===== src/rtl/alu_4bit_ctrl.sv =====
// Instruction-issuing controller for the 4-bit ALU.
// Reads a 4x4 register file, drives A/B/s, and writes back Y.
module alu_4bit_ctrl #(
  parameter logic [3:0] DZ_VALUE = 4'hF
) (
  input  logic       clk,
  input  logic       rst_n,
  input  logic       in_valid,
  output logic       in_ready,
  input  logic [8:0] in_instr,
  output logic [3:0] alu_a,
  output logic [3:0] alu_b,
  output logic [2:0] alu_s,
  input  logic [3:0] alu_y,
  output logic       res_valid,
  output logic [3:0] res_data,
  output logic       res_zero,
  output logic       res_dz,
  input  logic [1:0] dbg_addr,
  output logic [3:0] dbg_data
);

  localparam logic [1:0] IDLE = 2'd0;
  localparam logic [1:0] EXEC = 2'd1;
  localparam logic [1:0] DONE = 2'd2;

  logic [1:0] state;
  logic [3:0] rf [4];
  logic [2:0] op_q;
  logic [1:0] rd_q;
  logic [3:0] imm_q;
  logic [3:0] wdata;
  logic       dz;

  assign in_ready = (state == IDLE);
  assign dbg_data = rf[dbg_addr];

  // ALU output is undefined for a zero divisor and unused for LOADI
  always_comb begin
    wdata = alu_y;
    dz    = 1'b0;
    unique case (1'b1)
      (op_q == 3'b111): wdata = imm_q;
      (op_q == 3'b011 && alu_b == 4'd0): begin
        wdata = DZ_VALUE;
        dz    = 1'b1;
      end
      default: ;
    endcase
  end

  always_ff @(posedge clk or negedge rst_n) begin
    if (!rst_n) begin
      state     <= IDLE;
      for (int i = 0; i < 4; i++) rf[i] <= 4'd0;
      op_q      <= 3'd0;
      rd_q      <= 2'd0;
      imm_q     <= 4'd0;
      alu_a     <= 4'd0;
      alu_b     <= 4'd0;
      alu_s     <= 3'd0;
      res_valid <= 1'b0;
      res_data  <= 4'd0;
      res_zero  <= 1'b0;
      res_dz    <= 1'b0;
    end else begin
      unique case (state)
        IDLE: begin
          if (in_valid) begin
            op_q  <= in_instr[8:6];
            rd_q  <= in_instr[5:4];
            imm_q <= in_instr[3:0];
            alu_a <= rf[in_instr[3:2]];
            alu_b <= rf[in_instr[1:0]];
            alu_s <= in_instr[8:6];
            state <= EXEC;
          end
        end
        EXEC: begin
          rf[rd_q]  <= wdata;
          res_data  <= wdata;
          res_zero  <= (wdata == 4'd0);
          res_dz    <= dz;
          res_valid <= 1'b1;
          state     <= DONE;
        end
        DONE: begin
          res_valid <= 1'b0;
          state     <= IDLE;
        end
        default: state <= IDLE;
      endcase
    end
  end

endmodule


===== config.mk =====
export PLATFORM = sky130hd
export DESIGN_NAME = alu_4bit_ctrl
export DESIGN_NICKNAME = d
export VERILOG_FILES = /design/src/rtl/alu_4bit_ctrl.sv
export SDC_FILE = /design/constraint.sdc
export NUM_CORES = 1
export LEC_CHECK = 0
export CAP_MARGIN = 20
export CORE_AREA = 5 5 63 79
export DETAILED_ROUTE_END_ITERATION = 7
export DIE_AREA = 0 0 68 84
export PLACE_DENSITY = 0.75
export SETUP_SLACK_MARGIN = 0.2
export SLEW_MARGIN = 15
export SYNTH_ARGS = -nofsm -noshare
export SYNTH_HDL_FRONTEND = slang
export SYNTH_SLANG_ARGS = --single-unit

===== constraint.sdc =====
create_clock -name clk -period 2.3 [get_ports clk]
set_clock_uncertainty 0.15 [all_clocks]
set_input_delay 0.23 -clock clk [delete_from_list [all_inputs] [get_ports clk]]
set_output_delay 0.23 -clock clk [all_outputs]
set_load 0.005 [all_outputs]

Word-level counts from Yosys, hierarchy flattened
Cells that the tools add are included.

storage, ports and cells
  bits of input ports = 18
  logic and storage cells = 52
  flip-flop bits (word level) = 42

operators by class
  order comparisons = 5
  reductions and logical operators = 7
  multiplexer cells = 17
  bitwise gates (word level) = 4
  eq/ne operators = 5

operator list
  cell                  number
  $mux W4               7
  $bmux W4 S2           3
  $bwmux W16            1
  $ge A3 B3 Y1 const B  4
  $not A2 Y3            4
  $demux W4 S2          1
  $logic_not A4 Y1      2
  $pmux W4 S2           1
  $pmux W2 S2           1
  $eq A3 B2 Y1 const B  1
  $eq A3 B3 Y1 const B  1
  $lt A3 B1 Y1 const B  1
  $eq A2 B1 Y1 const B  1
  $eq A2 B2 Y1 const B  1
  $logic_and A1 B1 Y1   2
  $logic_not A2 Y1      1
  $mux W2               1
  $ne A2 B2 Y1 const B  1
  $pmux W1 S2           1
  $reduce_and A2 Y1     1
  $reduce_bool A2 Y1    1
  $mux W1               1

Logic depth before layout (Yosys ltp)
  word-level depth = 6
  mapped depth = 6
  depth with buffers taken out = 5

Worst setup path after synthesis
No wires, ideal clock.

  path type = register to register
  start = register state[0]
  end = register alu_a[0]
  data required time = 2025 ps
  period minus slack after synthesis = 1844 ps
  arrival time = 1569 ps
  setup slack = 456 ps
  setup time = 125 ps
  cell stages (with the launch flop) = 6
  path buffers = 1
  cells stage by stage = dfrtp_1 -> inv_1 -> ha_1 -> nand2_1 -> clkbuf_1 -> mux2_2

between the ends
  cells in the longest elaborated chain, start to end = 2

RTL lines
  element                      RTL line  text
  start, declared              27        logic [1:0] state;
  start signal, assigned       54        state <= IDLE;
  start signal, assigned       76        state <= EXEC;
  start signal, assigned       85        state <= DONE;
  $logic_not A2 Y1             n/a
  net in_ready                 9         output logic in_ready,
  $reduce_and A2 Y1 (no line)  n/a
  end signal, assigned         73        alu_a <= rf[in_instr[3:2]];
  end, declared                11        output logic [3:0] alu_a,

The timed path passes the listed nets, and every way through them passes these cells.
A chain may end at the register's enable or synchronous reset.

Worst setup path after layout
  start = register rf[3] (netlist name)
  end = output dbg_data[3]

between the ends
  cells in the longest elaborated chain, start to end = 3

RTL lines
  element                                     RTL line  text
  start, declared                             28        logic [3:0] rf [4];
  start signal, assigned by index             80        rf[rd_q] <= wdata;
  $bmux W4 S2                                 36        assign dbg_data = rf[dbg_addr];
  $mux W4 (implied by the code) (2 in a row)  36
  end, declared                               20        output logic [3:0] dbg_data

Every way passes these cells. The select of a mux whose other input is x is not followed.

==> parameters.txt <==
Parameter                              Value

Layout
  Filler Cells Inserted ... 369
  Layout overhead on the synthesized area ... 29.8%
  Layout net count ... 215
  Leading cell types in the layout, fill and taps excluded ... dfrtp_1, clkdlybuf4s50_1, nand2_1, mux2_2, o21ai_0
  Sequential standard cell area ... roughly 1100 um^2
  Multi-input gate area in the final layout ... 871 um^2
  Fraction of layout instances using a drive strength above 1 ... 0.236
  Commonest non-fill, non-tap cell in the layout ... dfrtp_1
  Diode insertion count for antenna repair ... 0

Clocking
  CTS tree ... built
  Clock Path Buffers ... 2
  Insertion delay to the later sink of the worst-skew pair ... 0.30 ns
  CTS Root Cell ... clkbuf_8
  H-Tree Depth ... 2
  Clock-pin slew on the worst setup and hold paths ... 0.07 ns
  CTS Buf Count ... 5
  TritonCTS Sinks ... 42

Power
  Total leakage power ... around 1.1 nW
  Power Density ... ~1300 nW/um^2
  Peak supply drop ... 0.000788 V

GRT
  Via count of the first global-routing pass ... 1398
  Initial antenna violation count ... 0
  Met3 usage in global routing ... 0.0458
  First-pass GRT wire length ... 7000 um
  Total global-route track usage ... 0.165
  Aggregate global routing overflow ... 0
  Global-route met1 utilization ... 0.205
  Gr busiest metal ... met2
  Met2 Resource Use GR ... 0.268
  Maximum number of pins on one net before global-route repair ... 43

Floorplan
  Width of the die ... 68 um
  Starting density of the core ... 0.467
  Core region area ... 4220 um^2
  Count of standard-cell rows ... 27
  Vertical die dimension ... between 80 and 90 um
  Die Area ... 5710 um^2
  Ports placed on the boundary ... between 40 and 50

Timing
  Max-slew violations ... 0
  Slew of the pin with the lowest slew margin ... 0.923 ns
  Post-route minimum period ... about 2.0 ns
  Normalized max-slew margin ... 0.384
  Sum of negative setup slack ... 0 ns
  RSZ-0062 raised after global routing ... no
  Final setup violating endpoints ... 0
  Crit share post-route ... 0.878
  Worst hold slack ... 0.358 ns
  Hold violation count in the final report ... 0
  Highest clock frequency the design can meet ... 0.495 GHz

Hold path
  Kind of path behind the tightest hold check ... register to register
  Hold Crit Endpoint ... alu_a[1]$_DFFE_PN0P_
  Count of cells along the worst hold path ... 1
  Startpoint of the tightest hold check path ... alu_a[1]$_DFFE_PN0P_

Critical path
  Worst Path Class, Setup ... register to output port
  Arrival time at the worst endpoint ... 1.64 ns
  Register-to-Register Setup Slack ... 0.38 ns
  RR Endpoint ... res_zero$_DFFE_PN0P_
  Number of cells on the worst reg-to-reg path ... 4
  Kind of end point of the critical path ... output port
  Beginning of the worst register-to-register path ... alu_b[1]$_DFFE_PN0P_
  Worst-path fanout max ... 4
  Critical path startpoint category ... register
  CP Data Required Time ... 1.92 ns

Route
  Final routed wirelength across all metal layers ... 4100 um
  Remaining antenna violation count after routing ... 0
  Average wire per cell in the routed design ... 16.2 um
  Detailed-routing iteration count for the pre-antenna-repair pass ... 4
  Via Count ... 1346
  DRC Markers ... 0
  Iter 0 DRT Violations ... 47
  Routed vias/inst ... 5.32

Logic synthesis
  Top area cells in the synthesized netlist ... dfrtp_1, mux4_2, mux2_2, o21ai_0, nand2_1
  Synthesized instance count ... around 150
  Area share of the largest cell type after synthesis ... 0.533
  Library cell with the largest summed area after synthesis ... dfrtp_1
  Total of flip-flops plus latches after synthesis ... 42
  Mean area per synthesized cell ... between 10 and 15 um^2
  Seq/Total Area, Yosys ... 0.533
  Net count after synthesis ... about 170
  Warnings, synthesis ... 0
  Number of library cell types mapped by synthesis ... 21
  Area of the mapped netlist ... 1970 um^2

Status
  Result of the run ... finished clean

Placed design
  RD Place Congestion ... 0.785
  Number of port buffers ... 40
  Final HPWL from detailed placement ... 3170 um

Flow run
  Maximum Capacitance Violations ... 0
report_power, final:
part / internal [mW] / switching (mW) / leakage, nW / total, mW
registers: 1.10 / 0.291 / 0.504 / 1.40
logic: 0.884 / 0.546 / 0.548 / 1.43
clock network: 0.325 / 0.244 / 0.0524 / 0.569
total: 2.31 / 1.08 / 1.10 / 3.39
synth_stat cells, drive strengths merged:
cell / number
a21oi: 2
a41o: 1
clkbuf: 3
dfrtp: 42
ha: 3
inv: 10
mux2: 18
mux2i: 5
mux4: 12
nand2: 18
nand3: 2
nand3b: 2
nor2: 2
nor2b: 1
nor3: 1
o21ai: 18
o22ai: 4
o31ai: 1
or3b: 1
or4: 1
registers in the layout (all words and copies together), names as in the netlist:
name / flops
res_data: 4
state: 2
rd_q: 2
alu_b: 4
imm_q: 4
alu_a: 4
res_dz: 1
res_valid: 1
op_q: 3
rf: 16
res_zero: 1
what timing repair did:
action,CTS,global route
endpoints found under the setup margin,4,0
resized for setup,1,0
setup buffers,0,0
hold buffers,1,0
hold endpoints to repair,42,0
per-layer routing:
metal / vias to the layer above / part of all wire
met3: 9 / 0.039
met5: - / 0
met4: 0 / 0.016
met2: 30 / 0.54
li1: 629 / -
met1: 678 / 0.41
cell type report:
cell class                 count  area share
timing repair buffer          43       0.164
inverter                      10      0.0147
clock buffer                   7      0.0298
tap                           58      0.0284
sequential                    42       0.411
clock inverter                 1      0.0117
multi-input combinational     92       0.341
how the worst max path moves through the flow:
stage                    startpoint              endpoint  depth (start not counted)  slack [ns]
3_5_place_dp            dbg_addr[0]           dbg_data[1]                          3        0.03
6_report          rf[3]$_DFFE_PN0P_           dbg_data[3]                          2        0.28
3_3_place_gp            dbg_addr[0]           dbg_data[2]                          3        0.05
5_1_grt           rf[1]$_DFFE_PN0P_           dbg_data[1]                          2        0.23
2_1_floorplan  state[0]$_DFFE_PN0P_  alu_a[0]$_DFFE_PN0P_                          5        0.46
4_1_cts           rf[3]$_DFFE_PN0P_           dbg_data[3]                          2        0.27
cell families (layout without fill, tap and decap cells):
kind of cell / after synthesis / in the layout / share of synthesized area
flops: 42 / 42 / 0.533
buf+inv: 13 / 61 / 0.0248
mux: 35 / 35 / 0.265
simple gates: 28 / 28 / 0.0667
fa+ha+maj: 3 / 3 / 0.0190
compound gates: 26 / 26 / 0.0908
critical path, cell delays in order, from the launching register on:
cell	delay [ns]
dfrtp_1	0.42
mux4_2	0.47
clkdlybuf4s50_1	0.45
per-stage QoR:
stage,setup WS (ns),power [mW],cell area [um^2],utilization,instances
6_report,0.280,3.39,2560,0.606,253
5_1_grt,0.228,3.64,2560,0.606,253
4_1_cts,0.268,3.44,2560,0.606,253
3_5_place_dp,0.0336,2.86,2440,0.578,244
3_3_place_gp,0.0452,2.80,2440,0.578,244
2_1_floorplan,0.456,2.18,1970,-,147
Note: power is estimated with default switching activity, not from simulation.
